==> src/rtl/vga_sync_ctrl.sv <==
// rtl/vga_sync_ctrl.sv - programmable VGA raster timing controller
// Pixel-rate divider, h/v raster counters and registered sync/blank/marker decode.
module vga_sync_ctrl #(
  parameter int   H_ACTIVE = 640,
  parameter int   H_FP     = 16,
  parameter int   H_SYNC   = 96,
  parameter int   H_BP     = 48,
  parameter int   V_ACTIVE = 480,
  parameter int   V_FP     = 10,
  parameter int   V_SYNC   = 2,
  parameter int   V_BP     = 33,
  parameter int   CLK_DIV  = 4,
  parameter logic HS_POL   = 1'b0,
  parameter logic VS_POL   = 1'b0
) (
  input  logic       clk,
  input  logic       rst_n,
  input  logic       vga_en,
  output logic       pix_ce,
  output logic [9:0] hcnt,
  output logic [9:0] vcnt,
  output logic       hsync,
  output logic       vsync,
  output logic       hblank,
  output logic       vblank,
  output logic       de,
  output logic       line_start,
  output logic       frame_start
);

  localparam int H_TOTAL = H_ACTIVE + H_FP + H_SYNC + H_BP;
  localparam int V_TOTAL = V_ACTIVE + V_FP + V_SYNC + V_BP;
  localparam int DIV_W   = (CLK_DIV > 1) ? $clog2(CLK_DIV) : 1;

  localparam logic [DIV_W-1:0] DIV_LAST = DIV_W'(CLK_DIV - 1);
  localparam logic [9:0]       H_LAST   = 10'(H_TOTAL - 1);
  localparam logic [9:0]       V_LAST   = 10'(V_TOTAL - 1);

  // 11-bit bounds so a 1024-wide active region still compares correctly
  localparam logic [10:0] H_BLANK_START = 11'(H_ACTIVE);
  localparam logic [10:0] H_SYNC_START  = 11'(H_ACTIVE + H_FP);
  localparam logic [10:0] H_SYNC_END    = 11'(H_ACTIVE + H_FP + H_SYNC);
  localparam logic [10:0] V_BLANK_START = 11'(V_ACTIVE);
  localparam logic [10:0] V_SYNC_START  = 11'(V_ACTIVE + V_FP);
  localparam logic [10:0] V_SYNC_END    = 11'(V_ACTIVE + V_FP + V_SYNC);

  typedef enum logic {
    ST_IDLE = 1'b0,
    ST_RUN  = 1'b1
  } state_t;

  state_t            r_state;
  state_t            w_state_nxt;
  logic [DIV_W-1:0]  r_div;
  logic [DIV_W-1:0]  w_div_nxt;
  logic              r_pix_ce;
  logic              w_pix_ce_nxt;
  logic [9:0]        r_hcnt;
  logic [9:0]        w_hcnt_nxt;
  logic [9:0]        r_vcnt;
  logic [9:0]        w_vcnt_nxt;
  logic              r_hsync;
  logic              w_hsync_nxt;
  logic              r_vsync;
  logic              w_vsync_nxt;
  logic              r_hblank;
  logic              w_hblank_nxt;
  logic              r_vblank;
  logic              w_vblank_nxt;
  logic              r_de;
  logic              w_de_nxt;
  logic              r_line_start;
  logic              w_line_start_nxt;
  logic              r_frame_start;
  logic              w_frame_start_nxt;
  logic              w_run_nxt;
  logic [10:0]       w_hx;
  logic [10:0]       w_vx;

  // Next-state and counter logic; defaults are the IDLE values
  always_comb begin
    w_state_nxt       = ST_IDLE;
    w_div_nxt         = '0;
    w_pix_ce_nxt      = 1'b0;
    w_hcnt_nxt        = '0;
    w_vcnt_nxt        = '0;
    w_line_start_nxt  = 1'b0;
    w_frame_start_nxt = 1'b0;
    case (r_state)
      ST_IDLE: begin
        if (vga_en) begin
          w_state_nxt       = ST_RUN;
          w_pix_ce_nxt      = (DIV_LAST == '0);
          w_line_start_nxt  = 1'b1;
          w_frame_start_nxt = 1'b1;
        end
      end
      ST_RUN: begin
        if (vga_en) begin
          w_state_nxt  = ST_RUN;
          w_div_nxt    = (r_div == DIV_LAST) ? '0 : r_div + DIV_W'(1);
          w_pix_ce_nxt = (w_div_nxt == DIV_LAST);
          w_hcnt_nxt   = r_hcnt;
          w_vcnt_nxt   = r_vcnt;
          if (r_pix_ce) begin
            if (r_hcnt == H_LAST) begin
              w_hcnt_nxt        = '0;
              w_vcnt_nxt        = (r_vcnt == V_LAST) ? '0 : r_vcnt + 10'd1;
              w_line_start_nxt  = 1'b1;
              w_frame_start_nxt = (r_vcnt == V_LAST);
            end else begin
              w_hcnt_nxt = r_hcnt + 10'd1;
            end
          end
        end
      end
      default: begin
        w_state_nxt = ST_IDLE;
      end
    endcase
  end

  // Decode the next counter values so each flag lands with the count it describes
  always_comb begin
    w_run_nxt    = (w_state_nxt == ST_RUN);
    w_hx         = {1'b0, w_hcnt_nxt};
    w_vx         = {1'b0, w_vcnt_nxt};
    w_hblank_nxt = !w_run_nxt || (w_hx >= H_BLANK_START);
    w_vblank_nxt = !w_run_nxt || (w_vx >= V_BLANK_START);
    w_de_nxt     = !w_hblank_nxt && !w_vblank_nxt;
    w_hsync_nxt  = (w_run_nxt && (w_hx >= H_SYNC_START) && (w_hx < H_SYNC_END))
                   ? HS_POL : ~HS_POL;
    w_vsync_nxt  = (w_run_nxt && (w_vx >= V_SYNC_START) && (w_vx < V_SYNC_END))
                   ? VS_POL : ~VS_POL;
  end

  always_ff @(posedge clk or negedge rst_n) begin
    if (!rst_n) begin
      r_state       <= ST_IDLE;
      r_div         <= '0;
      r_pix_ce      <= 1'b0;
      r_hcnt        <= '0;
      r_vcnt        <= '0;
      r_hsync       <= ~HS_POL;
      r_vsync       <= ~VS_POL;
      r_hblank      <= 1'b1;
      r_vblank      <= 1'b1;
      r_de          <= 1'b0;
      r_line_start  <= 1'b0;
      r_frame_start <= 1'b0;
    end else begin
      r_state       <= w_state_nxt;
      r_div         <= w_div_nxt;
      r_pix_ce      <= w_pix_ce_nxt;
      r_hcnt        <= w_hcnt_nxt;
      r_vcnt        <= w_vcnt_nxt;
      r_hsync       <= w_hsync_nxt;
      r_vsync       <= w_vsync_nxt;
      r_hblank      <= w_hblank_nxt;
      r_vblank      <= w_vblank_nxt;
      r_de          <= w_de_nxt;
      r_line_start  <= w_line_start_nxt;
      r_frame_start <= w_frame_start_nxt;
    end
  end

  assign pix_ce      = r_pix_ce;
  assign hcnt        = r_hcnt;
  assign vcnt        = r_vcnt;
  assign hsync       = r_hsync;
  assign vsync       = r_vsync;
  assign hblank      = r_hblank;
  assign vblank      = r_vblank;
  assign de          = r_de;
  assign line_start  = r_line_start;
  assign frame_start = r_frame_start;

endmodule
==> config.mk <==
export PLATFORM = sky130hd
export DESIGN_NAME = vga_sync_ctrl
export DESIGN_NICKNAME = d
export VERILOG_FILES = /design/src/rtl/vga_sync_ctrl.sv
export SDC_FILE = /design/constraint.sdc
export NUM_CORES = 1
export LEC_CHECK = 0
export BUFFER_PORTS_ARGS = -buffer_cell sky130_fd_sc_hd__buf_2
export CORE_UTILIZATION = 30
export CTS_BUF_LIST = sky130_fd_sc_hd__clkbuf_16
export DETAILED_ROUTE_END_ITERATION = 12
export PLACE_DENSITY = 0.49
export RECOVER_POWER = 100
export SYNTH_ARGS = -nofsm -noshare
export SYNTH_HDL_FRONTEND = slang
export SYNTH_SLANG_ARGS = --single-unit
==> constraint.sdc <==
create_clock -name clk -period 3.17 [get_ports clk]
set_clock_uncertainty 0.15 [all_clocks]
set_input_delay 0.634 -clock clk [delete_from_list [all_inputs] [get_ports clk]]
set_output_delay 0.634 -clock clk [all_outputs]
set_load 0.05 [all_outputs]
======== Yosys cells after proc, flatten, opt, wreduce, memory -nomap -nowiden ========
Cells that the tools add are included.
operators by class
  muxes and demuxes ....................... 25
  $lt $le $gt $ge ......................... 6
  eq/ne operators ......................... 4
  $add $sub $neg .......................... 3
  divide/modulo/power cells ............... 0
  shifts and indexed selects .............. 0
  reductions and logical operators ........ 10
  $mul .................................... 0
  bitwise logic cells ..................... 1
operators with widths
  cell                                                         count
  two-way mux 10 bit                                           9
  adder 10 x 1 -> 10 bit, second input constant                2
  equality test 10 bit, second input constant                  2
  >= comparator 10 bit, second input constant                  2
  >= comparator 10 x 9 -> 1 bit, second input constant         2
  less-than comparator 10 bit, second input constant           1
  less-than comparator 10 x 9 -> 1 bit, second input constant  1
  two-way mux 1 bit                                            10
  two-way mux 2 bit                                            3
  one-hot mux 1 bit (2 select lines)                           3
  logical AND 1 bit                                            5
  equality test 2 bit, second input constant                   2
  logical NOT 1 bit                                            3
  adder 2 x 1 -> 2 bit, second input constant                  1
  logical OR 1 bit                                             2
  inverter 1 bit                                               1
word-level totals
  output and inout port bits .............. 28
  register bits ........................... 31
  memories kept ........................... 0
  bits in writable memories ............... 0
  input port bits ......................... 3
  word-level logic and storage cells ...... 61
  ROM bits ................................ 0
  latch bits .............................. 0

======== Logic depth before layout (Yosys ltp) ========
Gate-level depths: netlist (run 1).
  depth after elaboration ................. 10
  mapped depth ............................ 9
  depth with buffers taken out ............ 8

======== Worst setup path after synthesis (run 1) ========
Ideal clock, no wire load.
  path type ............................... flip-flop to flip-flop
  from .................................... reg r_hcnt[0], in the netlist hcnt[0]
  to ...................................... reg r_vsync, in the netlist vsync
  stages on the path, launching flop included .. 8
  path buffers ............................ 0
  clock period less this slack ............ 2797 ps
  data arrival time ....................... 2552 ps
  slack ................................... 373 ps
  data required time ...................... 2926 ps
  setup time .............................. 94 ps
  path through ............................ dfrtp_1 ha_1 and4bb_1 nand3_1 nor3_1 xnor2_1 and4bb_2 or4b_1
on the way
  longest elaborated chain between the ends .. 9
  elaborated cells between the ends (all ways) .. 10
  classes of those cells .................. order compare (2); eq/ne (1); mux (5); reduce/logical (2)
RTL lines
  element                        RTL line  text
  start: declaration             58        logic [9:0] r_hcnt;
  start signal: assignment       155       r_hcnt <= w_hcnt_nxt;
  equality test 10 bit *         106       if (r_hcnt == H_LAST) begin
  two-way mux 10 bit *           106
  two-way mux 10 bit *           105       if (r_pix_ce) begin
  two-way mux 10 bit *           99        if (vga_en) begin
  two-way mux 10 bit *           89        case (r_state)
  >= comparator 10 x 9 -> 1 bit  133       w_vsync_nxt = (w_run_nxt && (w_vx >= V_SYNC_START) && (w_vx < V_SYNC_END))
  logical AND 1 bit              133
  logical AND 1 bit *            133
  two-way mux 1 bit *            134       ? VS_POL : ~VS_POL;
  named net w_vsync_nxt          65        logic w_vsync_nxt;
  end signal: assignment         145       r_vsync <= ~VS_POL;
  end signal: assignment         158       r_vsync <= w_vsync_nxt;
  end: declaration               64        logic r_vsync;
The timed path passes the listed nets; every way through them passes the cells marked *.

======== Worst setup path after layout (run 1) ========
  from .................................... reg r_hcnt[0], in the netlist hcnt[0]
  to ...................................... reg r_vsync, in the netlist vsync
on the way
  longest elaborated chain between the ends .. 9
  elaborated cells between the ends (all ways) .. 10
  classes of those cells .................. order compare (2); eq/ne (1); mux (5); reduce/logical (2)
RTL lines
  element                        RTL line  text
  equality test 10 bit *         106
  two-way mux 10 bit *           106
  two-way mux 10 bit *           105
  two-way mux 10 bit *           99
  two-way mux 10 bit *           89
  named net w_vcnt_nxt[5]        61        logic [9:0] w_vcnt_nxt;
  >= comparator 10 x 9 -> 1 bit  133
  logical AND 1 bit              133
  logical AND 1 bit *            133
  two-way mux 1 bit *            134
  named net w_vsync_nxt          65
Marked as above.

==> results of run 1 <==
## worst reg2reg max path, cell delays in order, from the launching register on
cell and delay [ns]:
dfrtp_1 0.45, ha_1 0.28, and4bb_1 0.26, nand3_1 0.28
nand2_1 0.35, a21oi_2 0.28, and4bb_2 0.27, or4b_1 0.43
## power by group
group / internal (mW) / switching [mW]
Clock: 0.289 / 0.172
Sequential: 0.402 / 0.00236
Combinational: 0.00663 / 0.0314
Total: 0.697 / 0.206
## cell usage in the layout, fill, tap and decap left out, types with 2 or more instances in the layout
master      instances
and2_1              2
and4_1              3
clkbuf_16           5
xnor2_1             3
dfstp_2             4
a21oi_1             5
o21ai_0             5
a22o_1              2
nor3_1              4
or4_1               2
nor2_1             12
nand3_1            11
clkinvlp_4          2
o22ai_1             2
clkbuf_1           31
xor2_1              6
inv_1               6
nand2b_1            2
o41ai_1             2
nand4_1             5
mux2i_1             2
dfrtp_1            27
ha_1                5
a31oi_1             2
a21boi_0            3
or3_1               2
and3_1              5
nand2_1            14
nor2b_1             4
## cell usage after synthesis, types with 3 or more instances
cell type	count	area (um^2)
xnor2_1	3	26.3
ha_1	5	62.6
a21oi_1	5	25.0
inv_1	6	22.5
clkbuf_1	3	11.3
a21boi_0	3	22.5
dfstp_2	4	105
nor2_1	12	45.0
dfrtp_1	27	676
o21ai_0	5	25.0
buf_2	3	15.0
nand3_1	11	55.1
nor2b_1	4	25.0
and3_1	5	31.3
and4_1	3	26.3
nor3_1	4	20.0
xor2_1	6	52.6
nand4_1	5	31.3
nand2_1	13	48.8
## cell type report
| type | count | area share |
|---|---|---|
| multi-input cells | 118 | 0.403 |
| clock buffers | 5 | 0.0644 |
| inverters | 6 | 0.0116 |
| well taps | 70 | 0.0451 |
| clock inverters | 3 | 0.0103 |
| repair buffers | 32 | 0.0638 |
| flip-flops and latches | 31 | 0.402 |
## sequential cells by signal, indices dropped and copies added, names as in the netlist
signal,count
hblank,1
de,1
r_state,1
pix_ce,1
r_div,2
vcnt,10
frame_start,1
line_start,1
hcnt,10
vblank,1
hsync,1
vsync,1
## kinds of logic (layout without fill, tap and decap cells)
logic type / count (synthesis) / in the layout / share of synthesized area
AO/OA/AOI/OAI: 30 / 30 / 0.138
XOR/XNOR: 9 / 9 / 0.0486
adder cells (fa/ha/maj): 5 / 5 / 0.0386
buffers and inverters: 13 / 46 / 0.0347
flip-flops: 31 / 31 / 0.481
multiplexers: 2 / 2 / 0.0123
AND/OR/NAND/NOR: 72 / 72 / 0.246
## metal layers
layer	vias to the layer above	part of all wire	GRT usage	wire (um)
met1	658	0.47	0.192	1830
met2	43	0.46	0.262	1800
met4	0	0.021	0.0864	81
met3	8	0.045	0.0437	175
met5	-	0	0	0
li1	647	-	-	-
## final timing paths
check,slack (ns),start,depth (start not counted),endpoint
max,0.32,hcnt[0],7,vsync
min,0.31,r_div[0],1,r_div[0]
max reg2reg,0.32,hcnt[0],7,vsync
min reg2reg,0.31,r_div[0],1,r_div[0]
max in group asynchronous,1.28,rst_n,1,hcnt[8]
min in group asynchronous,0.63,rst_n,1,line_start
==> summary.md, run 1 <==
| Metric | Value |
|---|---|
| HP Class | reg2reg |
| Vias in the first global route | 1364 |
| TNS Setup | 0 ns |
| DRC Markers | 0 |
| Initial antenna violation count | 0 |
| CTS tree | done |
| Antenna-violating nets left | 0 |
| Post-synth EDFFs | 0 |
| RSZ-0062 raised after global routing | no |
| Fillers | 535 |
| Skew-Pair Late Insertion Delay | 0.28 ns |
| Clock Path Buffers | 2 |
| Max frequency | 351 MHz |
| Area growth syn-to-layout | 19.8% |
| Hold_buf cts | 0 |
| Rows | 26 |
| Post-CTS Setup Repair Bufs | 0 |
| Number of synthesis warnings | 0 |
| DP Cell Count | 257 |
| Slew @ Worst Pin | 1.66 ns |
| Startpoint types | register |
| Setup slack after layout | 0.319 ns |
| Arr. time, crit path | 2.89 ns |
| Hold WS | 0.310 ns |
| Cell breakdown of the critical path | ha_1 -> and4bb_1 -> nand3_1 -> nand2_1 -> a21oi_2 -> and4bb_2 -> or4b_1 |
| Fin util | 0.375 |
| Max Cap Viol | 1 |
| Total GRT Usage | 0.160 |
| Die Wd | 75.5 um |
| Endpoints failing setup | 0 |
| First-pass GRT wire length | 6560 um |
| DRT Pass-1 Iters | 4 |
| DIE HEIGHT | 75.5 um |
| Grt ovf | 0 |
| Status | complete, but fails checks |
| Total Power | 0.904 mW |
| CP bufs+invs | 0 |
| Finished Cell Area | 0.00194 mm^2 |
| Slew margin rel. | -0.104 |
| H-tree depth | 2 |
| Starting DRT DRC Count | 101 |
| Critical Path RT | 3.21 ns |
| Worst-path fanout max | 10 |
| Register area share after synthesis | 0.481 |
| Via density | 5.12 |
| Final critical-path share of the clock period | 0.900 |
| Element type at the critical path end | register |
| Failing checks | capacitance limit, slew limit |
| Layout cells sized above 1 | 0.0872 |
| Multi-input logic area | 782 um^2 |
| Synth Net Count | 170 |
| Synth Cell Area | 0.00162 mm^2 |
| Port Buffers | 30 |
| CTS Sinks | 31 |
| Core Footprint | 0.00517 mm^2 |
| GPL Wtd Cong | 0.840 |
| Starting Density | 0.313 |
| Routed WL | 3890 um |
| Final Hold Vio Count | 0 |
| WL/cell | 14.7 um |
| Ant. Diodes | 0 |
| Power Dens Cells | 465 mW/mm^2 |
| Fin crit period | 2.85 ns |
| Largest net degree at the start of global routing | 32 |
| Die area | 0.00570 mm^2 |
| Post_cts resized | 0 |
| Vias | 1356 |
| Post-synth top flop | dfrtp_1 |
| Clock Tree Root | clkbuf_16 |
| Distinct cell type count after synthesis | 45 |
| Critical path type | reg2reg |
| I/O pin total | 31 |
| Maximum VDD drop | 0.192 mV |
| Worst stage delay on the critical path | 0.45 ns |
| Synth Area per Inst | 10.0 um^2 |
| CTS clk-pin slew, worst paths | 0.06 ns |
| Cells after Synth | 162 |
| Slowest cell on crit path | dfrtp_1 |
| Max-slew violation count | 32 |
| HPWL Detailed | 2820 um |
| Pre-CTS WS | 0.411 ns |
| DP Area | 0.00184 mm^2 |
| Final std cells w/o fill | 265 |
| CTS buffer count | 5 |
| Synthesized flop and latch total | 31 |
| Top delay family on crit path | simple AND/OR/NAND/NOR gates |
| P_leak | 0.775 nW |
| Nets@finish | 202 |
| Seq. cell area | 781 um^2 |
| Async set-reset flop share out of synthesis | 1.00 |
No activity file was read; power rests on OpenSTA's default activity.
==> inputs of run 2 (changes only) <==
--- a/config.mk
+++ b/config.mk
@@ -6,6 +6,7 @@
 export NUM_CORES = 1
 export LEC_CHECK = 0
 export BUFFER_PORTS_ARGS = -buffer_cell sky130_fd_sc_hd__buf_2
+export CORE_ASPECT_RATIO = 0.9
 export CORE_UTILIZATION = 30
 export CTS_BUF_LIST = sky130_fd_sc_hd__clkbuf_16
 export DETAILED_ROUTE_END_ITERATION = 12
==> run 2 against run 1 <==
Largest cell class unchanged. Critical path type unchanged. Register-to-register slack got worse by 0.04 ns. The run still ends with capacitance limit, slew limit left. Fmax fell by 1.2%. Critical path depth did not move.
==> summary.md, run 2 (synthesized netlist as in run 1, its figures left out) <==
| Metric | Value |
|---|---|
| Vias in the first global route | 1312 (was 1364) |
| Worst stage delay on the critical path | 0.67 ns (was 0.45 ns) |
| Via density | 5.18 (was 5.12) |
| WL/cell | 14.7 um (about the same) |
| Antenna-violating nets left | 0 (unchanged) |
| Reg power frac | 0.452 (was 0.448) |
| Core Footprint | 0.00522 mm^2 (was 0.00517 mm^2) |
| Fin crit period | 2.89 ns (was 2.85 ns) |
| Maximum VDD drop | 0.295 mV (was 0.192 mV) |
| Status | complete, but fails checks (unchanged) |
| Finished Cell Area | 0.00193 mm^2 (was 0.00194 mm^2) |
| Most frequent cells in the layout | 30 x clkbuf_1, 27 x dfrtp_1, 14 x nand2_1 (was 31 x clkbuf_1, 27 x dfrtp_1, 14 x nand2_1) |
| Starting Density | 0.310 (was 0.313) |
| Gate power share | 0.041 (was 0.042) |
| Port Buffers | 30 (unchanged) |
| Post-CTS Setup Repair Bufs | 0 (unchanged) |
| RSZ-0062 raised after global routing | no (unchanged) |
| Area growth syn-to-layout | 19.3% (was 19.8%) |
| RR Startpoint | vcnt[0] (was hcnt[0]) |
| Cell breakdown of the critical path | inv_1 -> ha_1 -> nand4_1 -> or4_1 -> o21ai_0 -> a21oi_1 -> or4b_1 (was ha_1 -> and4bb_1 -> nand3_1 -> nand2_1 -> a21oi_2 -> and4bb_2 -> or4b_1) |
| Clk pwr share | 0.507 (was 0.510) |
| Post_cts resized | 0 (unchanged) |
| Fillers | 535 (unchanged) |
| CTS clk-pin slew, worst paths | 0.05 ns (was 0.06 ns) |
| Power Dens Cells | 463 mW/mm^2 (was 465 mW/mm^2) |
| RR Endpoint | vsync (unchanged) |
| Die Wd | 79.5 um (was 75.5 um) |
| Critical Path RT | 3.21 ns (about the same) |
| Slew margin rel. | -0.112 (was -0.104) |
| HP Class | reg2reg (unchanged) |
| Rows | 25 (was 26) |
| DIE HEIGHT | 71.7 um (was 75.5 um) |
| Total Power | 0.897 mW (was 0.904 mW) |
| Slew @ Worst Pin | 1.67 ns (was 1.66 ns) |
| I/O pin total | 31 (unchanged) |
| P_int | 0.697 mW (about the same) |
| P_leak | 0.774 nW (was 0.775 nW) |
| Final critical-path share of the clock period | 0.911 (was 0.900) |
| Max frequency | 346 MHz (was 351 MHz) |
| DRC Markers | 0 (unchanged) |
| Reg2reg setup slack | 0.28 ns (was 0.32 ns) |
| Hold Startpoint | r_div[0] (unchanged) |
| Final std cells w/o fill | 261 (was 265) |
| Layout cells sized above 1 | 0.0876 (was 0.0872) |
| Element type at the critical path end | register (unchanged) |
| Leading cell type in the layout, fill and taps excluded | clkbuf_1 (unchanged) |
| GPL Wtd Cong | 0.873 (was 0.840) |
| DP Cell Count | 253 (was 257) |
| Ant. Diodes | 0 (unchanged) |
| Grt ovf | 0 (unchanged) |
| Startpoint types | register (unchanged) |
| Worst R2R Path Depth | 7 (unchanged) |
| Max-slew violation count | 32 (unchanged) |
| Slowest cell on crit path | or4_1 (was dfrtp_1) |
| DP Area | 0.00183 mm^2 (was 0.00184 mm^2) |
| CTS tree | done (unchanged) |
| Vias | 1353 (was 1356) |
| P_sw | 0.200 mW (was 0.206 mW) |
| Nets@finish | 201 (was 202) |
| Total GRT Usage | 0.150 (was 0.160) |
| First-pass GRT wire length | 6430 um (was 6560 um) |
| Final Hold Vio Count | 0 (unchanged) |
| Worst-path fanout max | 7 (was 10) |
| Starting DRT DRC Count | 113 (was 101) |
| Sw Ratio | 0.223 (was 0.228) |
| HPWL Detailed | 2820 um (about the same) |
| TNS Setup | 0 ns (unchanged) |
| Hold_buf cts | 0 (unchanged) |
| Initial antenna violation count | 0 (unchanged) |
| Die area | 0.00570 mm^2 (about the same) |
| Critical path type | reg2reg (unchanged) |
| CTS buffer count | 5 (unchanged) |
| H-tree depth | 2 (unchanged) |
| Clock Tree Root | clkbuf_16 (unchanged) |
| CTS Sinks | 31 (unchanged) |
| Endpoints failing setup | 0 (unchanged) |
| Arr. time, crit path | 2.93 ns (was 2.89 ns) |
| Largest net degree at the start of global routing | 32 (unchanged) |
| Skew-Pair Late Insertion Delay | 0.28 ns (about the same) |
| Routed WL | 3840 um (was 3890 um) |
| Clock Path Buffers | 2 (unchanged) |
| Max Cap Viol | 1 (unchanged) |
| DRT Pass-1 Iters | 4 (unchanged) |
| Hold path depth | 1 (unchanged) |
| Failing checks | capacitance limit, slew limit (unchanged) |
| Worst Hold End | r_div[0] (unchanged) |
| Hold WS | 0.313 ns (was 0.310 ns) |
run 2: area by class of cell:
type                    instances  area, um^2  share of cell area
clock buffers                   5         125              0.0647
clock inverters                 3        20.0              0.0103
inverters                       6        22.5              0.0116
multi-input cells             118         782               0.404
flip-flops and latches         31         781               0.404
well taps                      67        83.8              0.0433
repair buffers                 31         120              0.0621
run 2: per-layer routing:
metal / share of wire / GRT usage / wire length (um)
met5: 0 / 0 / 0
met4: 0.014 / 0.0606 / 53
met3: 0.060 / 0.0395 / 231
met2: 0.45 / 0.229 / 1720
met1: 0.48 / 0.202 / 1830
run 2: worst max-delay path: cells and delay by family, from the launching register on:
family	cells	cell delay, ns
and+or+nand+nor	3	1.30
AOI/OAI and AO/OA	2	0.65
DFF	1	0.44
adders and majority gates	1	0.14
buffers and inverters	1	0.10
run 2: worst max path at each step:
stage	startpoint	endpoint	slack (ns)	cells after the start
2_1_floorplan	hcnt[0]	vsync	0.37	7
3_3_place_gp	vcnt[0]	vsync	0.34	7
3_5_place_dp	vcnt[0]	vsync	0.32	7
4_1_cts	vcnt[0]	vsync	0.30	7
5_1_grt	hcnt[0]	vsync	0.11	7
6_report	vcnt[0]	vsync	0.28	7
run 2: power groups by stage:
| stage | clock, mW | combinational, mW | sequential (mW) |
|---|---|---|---|
| floorplan | 0 | 0.0113 | 0.423 |
| global placement | 0 | 0.0397 | 0.411 |
| detailed placement | 0 | 0.0404 | 0.411 |
| CTS | 0.466 | 0.0403 | 0.405 |
| global route | 0.488 | 0.0413 | 0.405 |
| finish | 0.454 | 0.0372 | 0.405 |
run 2: through the flow:
stage | util | setup WS (ns)
floorplan | - | 0.373
global placement | 0.350 | 0.338
detailed placement | 0.350 | 0.323
CTS | 0.378 | 0.298
global route | 0.370 | 0.111
finish | 0.370 | 0.283
